$ cat config.mk
export PLATFORM = sky130hd
export DESIGN_NAME = div_req_ctrl
export DESIGN_NICKNAME = d
export VERILOG_FILES = /design/src/rtl/div_req_ctrl_pkg.sv /design/src/rtl/div_req_ctrl.sv
export SDC_FILE = /design/constraint.sdc
export NUM_CORES = 1
export LEC_CHECK = 0
export ABC_AREA = 1
export CAP_MARGIN = 20
export CELL_PAD_IN_SITES_DETAIL_PLACEMENT = 1
export CELL_PAD_IN_SITES_GLOBAL_PLACEMENT = 1
export CORE_MARGIN = 2
export CORE_UTILIZATION = 43
export DETAILED_ROUTE_END_ITERATION = 16
export DONT_BUFFER_PORTS = 1
export GPL_ROUTABILITY_DRIVEN = 1
export PLACE_DENSITY = 0.9
export SLEW_MARGIN = 0
export SYNTH_ARGS = -nofsm -noshare
export SYNTH_HDL_FRONTEND = slang
export SYNTH_SLANG_ARGS = --single-unit
$ cat constraint.sdc
create_clock -name clk -period 2.1 [get_ports clk]
set_input_delay 0.315 -clock clk [delete_from_list [all_inputs] [get_ports clk]]
set_output_delay 0.315 -clock clk [all_outputs]
set_load 0.05 [all_outputs]
$ cat src/rtl/div_req_ctrl_pkg.sv
// Shared state encodings and special-result constants for the divider request front-end.
package div_req_ctrl_pkg;

    localparam logic [1:0] ST_IDLE = 2'd0;
    localparam logic [1:0] ST_RUN  = 2'd1;
    localparam logic [1:0] ST_RESP = 2'd2;

    // Widths up to 64 bits; callers cast the result down to their DATA_W.
    function automatic logic [63:0] div_all_ones(input int w);
        if (w >= 64)
            return '1;
        return (64'd1 << w) - 64'd1;
    endfunction

    function automatic logic [63:0] div_min_neg(input int w);
        return 64'd1 << (w - 1);
    endfunction

endpackage

$ cat src/rtl/div_req_ctrl.sv
// Valid/ready front-end for the subtract-shift divider core: filters divide-by-zero and
// signed overflow locally, otherwise runs the core and holds its result for the consumer.
module div_req_ctrl
    import div_req_ctrl_pkg::*;
#(
    parameter int DATA_W = 32
) (
    input  logic              clk,
    input  logic              rst,
    input  logic              req_valid,
    output logic              req_ready,
    input  logic              req_sign,
    input  logic [DATA_W-1:0] req_dividend,
    input  logic [DATA_W-1:0] req_divisor,
    output logic              rsp_valid,
    input  logic              rsp_ready,
    output logic [DATA_W-1:0] rsp_quotient,
    output logic [DATA_W-1:0] rsp_remainder,
    output logic              rsp_dz,
    output logic              rsp_ovf,
    output logic              busy,
    output logic              core_en,
    output logic              core_sign,
    output logic [DATA_W-1:0] core_dividend,
    output logic [DATA_W-1:0] core_divisor,
    input  logic              core_done,
    input  logic [DATA_W-1:0] core_quotient,
    input  logic [DATA_W-1:0] core_remainder
);

    localparam logic [DATA_W-1:0] DIV_ALL_ONES = DATA_W'(div_all_ones(DATA_W));
    localparam logic [DATA_W-1:0] DIV_MIN_NEG  = DATA_W'(div_min_neg(DATA_W));

    logic [1:0] r_state;
    logic       r_run_first;
    logic       w_accept;
    logic       w_dz;
    logic       w_ovf;

    assign req_ready = (r_state == ST_IDLE) && !rst;
    assign busy      = (r_state != ST_IDLE);
    assign w_accept  = req_valid && req_ready;
    assign w_dz      = (req_divisor == '0);
    assign w_ovf     = req_sign && (req_dividend == DIV_MIN_NEG) && (req_divisor == DIV_ALL_ONES);

    always_ff @(posedge clk) begin
        if (rst) begin
            r_state       <= ST_IDLE;
            r_run_first   <= 1'b0;
            core_en       <= 1'b0;
            core_sign     <= 1'b0;
            core_dividend <= '0;
            core_divisor  <= '0;
            rsp_valid     <= 1'b0;
            rsp_quotient  <= '0;
            rsp_remainder <= '0;
            rsp_dz        <= 1'b0;
            rsp_ovf       <= 1'b0;
        end else begin
            case (r_state)
                ST_IDLE: begin
                    if (w_accept) begin
                        if (w_dz) begin
                            rsp_quotient  <= DIV_ALL_ONES;
                            rsp_remainder <= req_dividend;
                            rsp_dz        <= 1'b1;
                            rsp_ovf       <= 1'b0;
                            rsp_valid     <= 1'b1;
                            r_state       <= ST_RESP;
                        end else if (w_ovf) begin
                            rsp_quotient  <= req_dividend;
                            rsp_remainder <= '0;
                            rsp_dz        <= 1'b0;
                            rsp_ovf       <= 1'b1;
                            rsp_valid     <= 1'b1;
                            r_state       <= ST_RESP;
                        end else begin
                            core_sign     <= req_sign;
                            core_dividend <= req_dividend;
                            core_divisor  <= req_divisor;
                            core_en       <= 1'b1;
                            r_run_first   <= 1'b1;
                            r_state       <= ST_RUN;
                        end
                    end
                end
                ST_RUN: begin
                    // A done left over from a previous run is ignored on the first RUN cycle.
                    r_run_first <= 1'b0;
                    if (!r_run_first && core_done) begin
                        rsp_quotient  <= core_quotient;
                        rsp_remainder <= core_remainder;
                        rsp_dz        <= 1'b0;
                        rsp_ovf       <= 1'b0;
                        rsp_valid     <= 1'b1;
                        core_en       <= 1'b0;
                        r_state       <= ST_RESP;
                    end
                end
                ST_RESP: begin
                    if (rsp_ready) begin
                        rsp_valid <= 1'b0;
                        r_state   <= ST_IDLE;
                    end
                end
                default: begin
                    r_state <= ST_IDLE;
                end
            endcase
        end
    end

endmodule

==> results.cfg, run 1 <==
[power]
ir_drop_uv = 547
power.density_nw_per_um2 = 964
cellLeakagePower_nw = 3.38

[sta]
tightest_slew_ps = 601
fin_hold_ws_ps = -51.7
min_period_ps = 1970
hold_viol = 37
setup_viol = 0
max_slew_margin = 0.599
rsz0062_at_grt = no
tns_ps = 0
fmax_mhz = 507
fin_crit_sh = 0.940
slew_violations = 0
fin_ws_ps = 126
clock_skew_ps = 7.56

[setup_path]
regToRegEndpoint = core_dividend[8]$_SDFFE_PP0P_
worst_ep_arrival_time_ps = 2280
cp.required_ps = 2410
regToRegSetupSlack_ps = 130
endpoint_kind = flip-flop
critPathKind = reg2reg
path_delay_family = simple AND/OR/NAND/NOR gates
crit_slowest_cell = dfxtp_1
r2r-start = r_state[1]$_SDFFE_PP0P_
worstPathMaxFanout = 32
reg2reg_depth = 9
crit_chain = nor2_2 -> inv_2 -> nor2_2 -> nand2_1 -> inv_4 -> nand2_2 -> buf_12 -> nand2_1 -> a21oi_1
crit_path_start_kind = flip-flop
cpPeakStageDelay_ps = 370
crit_buf_inv = 3

[hold_path]
min_to = core_divisor[19]$_SDFFE_PP0P_
hold_class = in2reg
min-delay-start = rst
hold_depth = 1

[clock_network]
insertion_delay_ps = 430
root_buffer = clkbuf_16
cts_num_sinks = 136
cts_max_level = 4
cts_tree = yes
path_clk_slew_ps = 70
post-cts-setup-buffers = 0
cts_buffers = 17
cts.path.max_buffers = 2

[synth]
syn_area_per_cell_sq_um = 6.39
syn-num-nets = 1220
synth_seq_cells = 136
yosysUniqueCellTypes = 24
synthDominantCellAreaShare = 0.392
synth_seq_area_share = 0.392
syn_inst = 1086
yosys.area.top_type = dfxtp_1
yosys_warnings = 0
ys_top_cells_by_area = dfxtp_1, nand2_1, nand3_1
syn_area_sq_um = 6940

[routing]
firstDrtPassIters = 4
routedWlPerCell_um = 19.6
drc = 0
vias = 6991
ant_nets = 0
vias_per_cell = 5.47
drt_iter0_drc = 330
wl_um = 25000

[placed_design]
dp_hpwl_um = 17500
place_congestion = 0.833
portBuffers = 0
dp_worst_setup_slack_ps = 41.8

[global_routing]
antenna_found_initial = 2
grt.met2_usage = 0.506
grt_pass1_vias = 7051
gr-usage-all-layers = 0.288
grt_use_met1 = 0.321
grt_pass1_wl_um = 38000
grt_max_degree = 101
gr-max-usage-layer = met2
met3_usage = 0.0985
overflow = 0

[cells_and_area]
fin_nets = 1182
final_cell_mix = nand2_1, nand3_1, dfxtp_1, nor2_1, a21oi_1
mostFrequentLayoutCell = nand2_1
area_delta_synth_final_pct = 13.0
layout-drive-gt1-share = 0.0877

[status]
violations = negative hold slack
status = finished with violations

[floorplanning]
rows = 46
start_util = 0.438
dieWidth_um = 131
ioPinCount = 269
die_h_um = 131
die-area_sq_um = 17200
core_sq_um = 15800

[run]
cap_violations = 0
==> registers in the layout, summed over array words and instances, names as in the netlist, 2 cells and up <==
register / cells
core_dividend: 32
core_divisor: 32
r_state: 2
rsp_quotient: 32
rsp_remainder: 32
==> area by class of cell <==
class	count	area, sq um
fill	2106	7990
tap	216	270
clock inverter	14	268
sequential	136	2720
antenna	2	5.00
multi-input combinational	762	3400
clock buffer	18	439
inverter	108	409
timing repair buffer	23	330
==> power breakdown <==
part	internal, mW	switching [mW]
Sequential	2.70	0.497
Clock	2.39	1.25
Combinational	0.257	0.467
==> synthesized netlist by cell type (all sizes together) <==
| master | instances |
|---|---|
| nor2 | 113 |
| buf | 48 |
| dfxtp | 136 |
| nand4 | 4 |
| nand2 | 300 |
| a21oi | 104 |
| nor3 | 1 |
| clkbuf | 32 |
| inv | 108 |
| o21ai | 2 |
| or2 | 32 |
| nand3 | 205 |
| nand3b | 1 |
==> logic make-up after synthesis <==
group,count (synthesis),share of synthesized area
compound gates,106,0.0770
buf+inv,188,0.121
flops,136,0.392
simple gates,656,0.409
==> metrics by stage <==
stage	area, sq um	std cells	utilization	power, mW
global placement	7120	1245	0.450	3.94
finish	7840	1279	0.495	7.56
detailed placement	7120	1245	0.450	3.97
floorplan	6940	1086	-	3.80
CTS	7830	1277	0.495	7.60
global route	7840	1278	0.495	7.81
==> worst max path at each step <==
stage	start	to	slack, ps	depth (start not counted)
floorplan	r_state[1]$_SDFFE_PP0P_	rsp_quotient[9]$_SDFFE_PP0P_	30	10
global placement	req_dividend[16]	rsp_remainder[10]$_SDFFE_PP0P_	150	11
detailed placement	req_dividend[16]	rsp_quotient[9]$_SDFFE_PP0P_	40	12
CTS	r_state[1]$_SDFFE_PP0P_	core_dividend[8]$_SDFFE_PP0P_	50	9
global route	r_state[1]$_SDFFE_PP0P_	core_dividend[8]$_SDFFE_PP0P_	10	9
finish	r_state[1]$_SDFFE_PP0P_	core_dividend[8]$_SDFFE_PP0P_	130	9
==> metal layers <==
metal | up-vias | wire length [um]
li1 | 3341 | -
met1 | 3343 | 9680
met2 | 255 | 12400
met3 | 50 | 2190
met4 | 2 | 737
met5 | - | 8
==> what timing repair did <==
action / CTS / global route
resized for setup: 0 / 4
hold endpoints to repair: 98 / 72
setup endpoints to repair: 0 / 71
Power figures use the tool's default switching activity.
==> run 2: changes to the inputs <==
--- a/config.mk
+++ b/config.mk
@@ -10,11 +10,12 @@
 export CELL_PAD_IN_SITES_DETAIL_PLACEMENT = 1
 export CELL_PAD_IN_SITES_GLOBAL_PLACEMENT = 1
 export CORE_MARGIN = 2
-export CORE_UTILIZATION = 43
+export CORE_UTILIZATION = 44
+export CTS_BUF_LIST = sky130_fd_sc_hd__clkbuf_2 sky130_fd_sc_hd__clkbuf_4 sky130_fd_sc_hd__clkbuf_8
 export DETAILED_ROUTE_END_ITERATION = 16
 export DONT_BUFFER_PORTS = 1
 export GPL_ROUTABILITY_DRIVEN = 1
-export PLACE_DENSITY = 0.9
+export PLACE_DENSITY = 0.92
 export SLEW_MARGIN = 0
 export SYNTH_ARGS = -nofsm -noshare
 export SYNTH_HDL_FRONTEND = slang
==> run 2 against run 1 <==
The run still ends with negative hold slack left. Wire length up 1.7%. Critical endpoint is now core_divisor[6]$_SDFFE_PP0P_. Register-to-register slack worse by 40 ps. Utilization up 0.42 points. Clock power down 29%. Hold slack worse by 25 ps. Global-route usage up 0.68 points. Highest routed layer is now met4. Cell count up 0.31%. Via count up 1.4%. Sequential power about the same.
==> results.cfg, run 2 (same netlist as run 1, synthesis figures left out) <==
[routing]
routedWlPerCell_um = 19.8
ant_nets = 0
drc = 0
vias_per_cell = 5.53
drt_iter0_drc = 367
firstDrtPassIters = 5
vias = 7091
wl_um = 25500

[cells_and_area]
design_area_sq_um = 7650
final_cell_mix = nand2_1, nand3_1, dfxtp_1, nor2_1, a21oi_1
fin_nets = 1189
multiInputGateArea_sq_um = 3400
regArea_sq_um = 2720
area_delta_synth_final_pct = 10.3
layout-drive-gt1-share = 0.0936
fin_util = 0.500
mostFrequentLayoutCell = nand2_1
fillers = 2096

[clock_network]
post-cts-setup-buffers = 0
cts_resized = 0
path_clk_slew_ps = 80
cts_buffers = 17
cts_tree = yes
insertion_delay_ps = 450
cts_num_sinks = 136
cts_max_level = 4
cts.path.max_buffers = 2
root_buffer = clkbuf_8

[floorplanning]
start_util = 0.453
core_sq_um = 15300
die_h_um = 130
dieWidth_um = 130
ioPinCount = 269
die-area_sq_um = 16800
rows = 45

[status]
violations = negative hold slack
status = finished with violations

[global_routing]
grt_max_degree = 101
grt_pass1_vias = 7389
gr-usage-all-layers = 0.295
overflow = 0
grt_pass1_wl_um = 38500
antenna_found_initial = 4

[placed_design]
dp_hpwl_um = 18200
portBuffers = 0
placed_area_sq_um = 7170
place_congestion = 0.848

[run]
cap_violations = 0

[setup_path]
crit_path_start_kind = flip-flop
worstPathMaxFanout = 55
reg2reg_depth = 9
endpoint_kind = flip-flop
critPathKind = reg2reg
worst_ep_arrival_time_ps = 2380
cp.required_ps = 2470

[sta]
clock_skew_ps = 7.89
rsz0062_at_grt = no
tightest_slew_ps = 612
fmax_mhz = 497
fin_crit_sh = 0.958
min_period_ps = 2010
setup_viol = 0
hold_viol = 77
tns_ps = 0
fin_hold_ws_ps = -77.0
slew_violations = 0
max_slew_margin = 0.591

[hold_path]
hold_class = in2reg
hold_depth = 1

[power]
power.density_nw_per_um2 = 854
ir_drop_uv = 413
cellLeakagePower_nw = 3.31
## run 2: cell types whose count changed in the layout (fill, tap and decap cells not counted), moves of 3 or more
cell       delta
clkbuf_8     +19
clkbuf_16    -17
buf_4         +9
inv_6         -3
## run 2: critical path, stage by stage, from the launching register on
cell	delay, ps
dfxtp_1	430
nor2_2	80
inv_2	240
nor2_2	80
nand2_1	220
inv_2	140
nand2_2	130
buf_12	240
nand2_1	120
a21oi_1	190
## run 2: final cells by class
type,count,share of cell area
Sequential cell,136,0.356
Antenna cell,4,0.00131
Clock inverter,11,0.0253
Tap cell,211,0.0345
Inverter,108,0.0530
Multi-Input combinational cell,762,0.444
Timing Repair Buffer,30,0.0491
Clock buffer,21,0.0370
## run 2: layer usage
layer,routed length [um],share of wire,global-route usage
met1,9670,0.38,0.314
met2,12700,0.50,0.528
met3,2420,0.095,0.112
met4,695,0.027,0.114
met5,0,0,0
## run 2: final timing paths
path | startpoint | endpoint | slack (ps)
worst min register to register | r_run_first$_SDFFE_PP0P_ | r_run_first$_SDFFE_PP0P_ | 480
worst min-delay path | rst | core_divisor[17]$_SDFFE_PP0P_ | -80
worst max-delay path | r_state[1]$_SDFFE_PP0P_ | core_divisor[6]$_SDFFE_PP0P_ | 90
worst max register to register | r_state[1]$_SDFFE_PP0P_ | core_divisor[6]$_SDFFE_PP0P_ | 90
## run 2: where the power goes
group	internal, mW	leakage (nW)	total [mW]	switching (mW)
Combinational	0.271	1.96	0.744	0.473
Sequential	2.70	1.11	3.20	0.499
Clock	1.52	0.239	2.60	1.07
Total	4.49	3.31	6.54	2.04
## run 2: metrics by stage
| stage | worst slack, ps | total power [mW] | std cells |
|---|---|---|---|
| after floorplan | 33.3 | 3.80 | 1086 |
| after global placement | 231 | 3.95 | 1247 |
| after detailed placement | 122 | 3.99 | 1247 |
| after CTS | 117 | 6.56 | 1279 |
| after global routing | 10.9 | 6.78 | 1283 |
| final | 87.5 | 6.54 | 1283 |
==> run 3: changes to the inputs <==
==> constraint.sdc (replaced) <==
create_clock -name clk -period 2.1 [get_ports clk]
set_input_delay 0.42 -clock clk [delete_from_list [all_inputs] [get_ports clk]]
set_output_delay 0.42 -clock clk [all_outputs]
set_load 0.05 [all_outputs]
==> run 3 against run 2 <==
The flow now finishes without violations. Wire length is 2.4% lower. Global-route usage is 0.63 points lower. Maximum frequency is 0.93% higher. Largest cell class unchanged.
==> results.cfg, run 3 (same netlist as run 1, synthesis figures left out) <==
[status]
status = finished, final reports clean

[global_routing]
antenna_found_initial = 3
overflow = 0
grt_pass1_wl_um = 37500
grt.met2_usage = 0.499
grt_pass1_vias = 6975
grt_use_met1 = 0.326
gr-usage-all-layers = 0.289
gr-max-usage-layer = met2
met3_usage = 0.104
grt_max_degree = 101

[routing]
ant_nets = 0
vias = 7021
firstDrtPassIters = 5
vias_per_cell = 5.46
wl_um = 24800
drt_iter0_drc = 386
drc = 0
routedWlPerCell_um = 19.3

[clock_network]
cts_tree = yes
cts_buffers = 17
cts_hold_buffers = 0
cts_resized = 0
cts_max_level = 4
cts_num_sinks = 136
root_buffer = clkbuf_8
path_clk_slew_ps = 80
insertion_delay_ps = 440
cts.path.max_buffers = 2
post-cts-setup-buffers = 0

[cells_and_area]
design_area_sq_um = 7650
area_delta_synth_final_pct = 10.2
multiInputGateArea_sq_um = 3400
fin_nets = 1192
final_cell_mix = nand2_1, nand3_1, dfxtp_1, nor2_1, a21oi_1
regArea_sq_um = 2720
layout.cells.non_filler = 1285
layout-drive-gt1-share = 0.0953
mostFrequentLayoutCell = nand2_1
fillers = 2104
fin_util = 0.499

[sta]
fin_crit_sh = 0.950
fin_hold_ws_ps = 36.5
tns_ps = 0
tightest_slew_ps = 586
fin_ws_ps = 106
slew_violations = 0
clock_skew_ps = 12.7
fmax_mhz = 502
hold_viol = 0
rsz0062_at_grt = yes
min_period_ps = 1990
setup_viol = 0
max_slew_margin = 0.609

[run]
cap_violations = 0

[setup_path]
critPathKind = reg2reg
crit_buf_inv = 3
crit_slowest_cell = dfxtp_1
crit_path_start_kind = flip-flop
endpoint_kind = flip-flop
cp.required_ps = 2460
cpPeakStageDelay_ps = 360
crit_chain = nor2_2 -> inv_2 -> nor2_2 -> nand2_1 -> inv_2 -> buf_4 -> nand3_1 -> a21oi_1
path_delay_family = buffers and inverters
worstPathMaxFanout = 17
worst_ep_arrival_time_ps = 2350

[floorplanning]
rows = 45
core_sq_um = 15300
start_util = 0.453
dieWidth_um = 130
die-area_sq_um = 16800
ioPinCount = 269
die_h_um = 130

[power]
power.density_nw_per_um2 = 819
p_clk_frac = 0.370
cellLeakagePower_nw = 3.32
ir_drop_uv = 387
p_int_mw = 4.26
finalPower_mw = 6.26
power.switching_mw = 2.00
swShare = 0.320
p_seq_frac = 0.510
pwr-share-comb = 0.120

[placed_design]
place_congestion = 0.821
dp_hpwl_um = 18100
portBuffers = 0
placed_area_sq_um = 7230
dp_worst_setup_slack_ps = 15.9
place_inst = 1250

[hold_path]
hold_class = in2reg
## run 3: cell types whose count changed in the layout (fill, tap and decap cells not counted)
cell and delta:
clkinv_2 +1, clkbuf_8 -1, clkbuf_4 +3, clkinv_4 -2, bufinv_16 -2, buf_12 +3
## run 3: worst reg2reg max path, stage by stage (launching register included)
cell and delay (ps):
dfxtp_1 360, nor2_2 170, inv_2 160, nor2_2 170
nand2_1 160, inv_2 260, buf_4 290, nand3_1 130
a21oi_1 210
## run 3: routing by layer
metal / routed length [um] / vias up
li1: - / 3364
met1: 9710 / 3335
met2: 12100 / 273
met3: 2380 / 49
met4: 647 / 0
met5: 0 / -
## run 3: path summary, 6_finish.rpt
kind	from	endpoint	slack (ps)	depth (start not counted)
setup / recovery	r_state[1]$_SDFFE_PP0P_	core_divisor[8]$_SDFFE_PP0P_	110	8
hold / removal	rst	core_divisor[22]$_SDFFE_PP0P_	40	1
setup reg to reg	r_state[1]$_SDFFE_PP0P_	core_divisor[8]$_SDFFE_PP0P_	110	8
hold reg to reg	r_run_first$_SDFFE_PP0P_	r_run_first$_SDFFE_PP0P_	480	2
## run 3: final cells by class
class                      instances  area share
multi-input combinational        762       0.444
sequential                       136       0.356
timing repair buffer              33      0.0569
inverter                         108      0.0530
clock buffer                      23      0.0381
tap                              211      0.0345
clock inverter                     8      0.0159
antenna                            4     0.00131
## run 3: power by group through the flow
stage	registers [mW]	logic, mW	clock network [mW]
finish	3.20	0.749	2.32
global route	3.21	0.838	2.48
CTS	3.20	0.752	2.36
detailed placement	3.26	0.747	0
global placement	3.25	0.716	0
floorplan	3.22	0.589	0
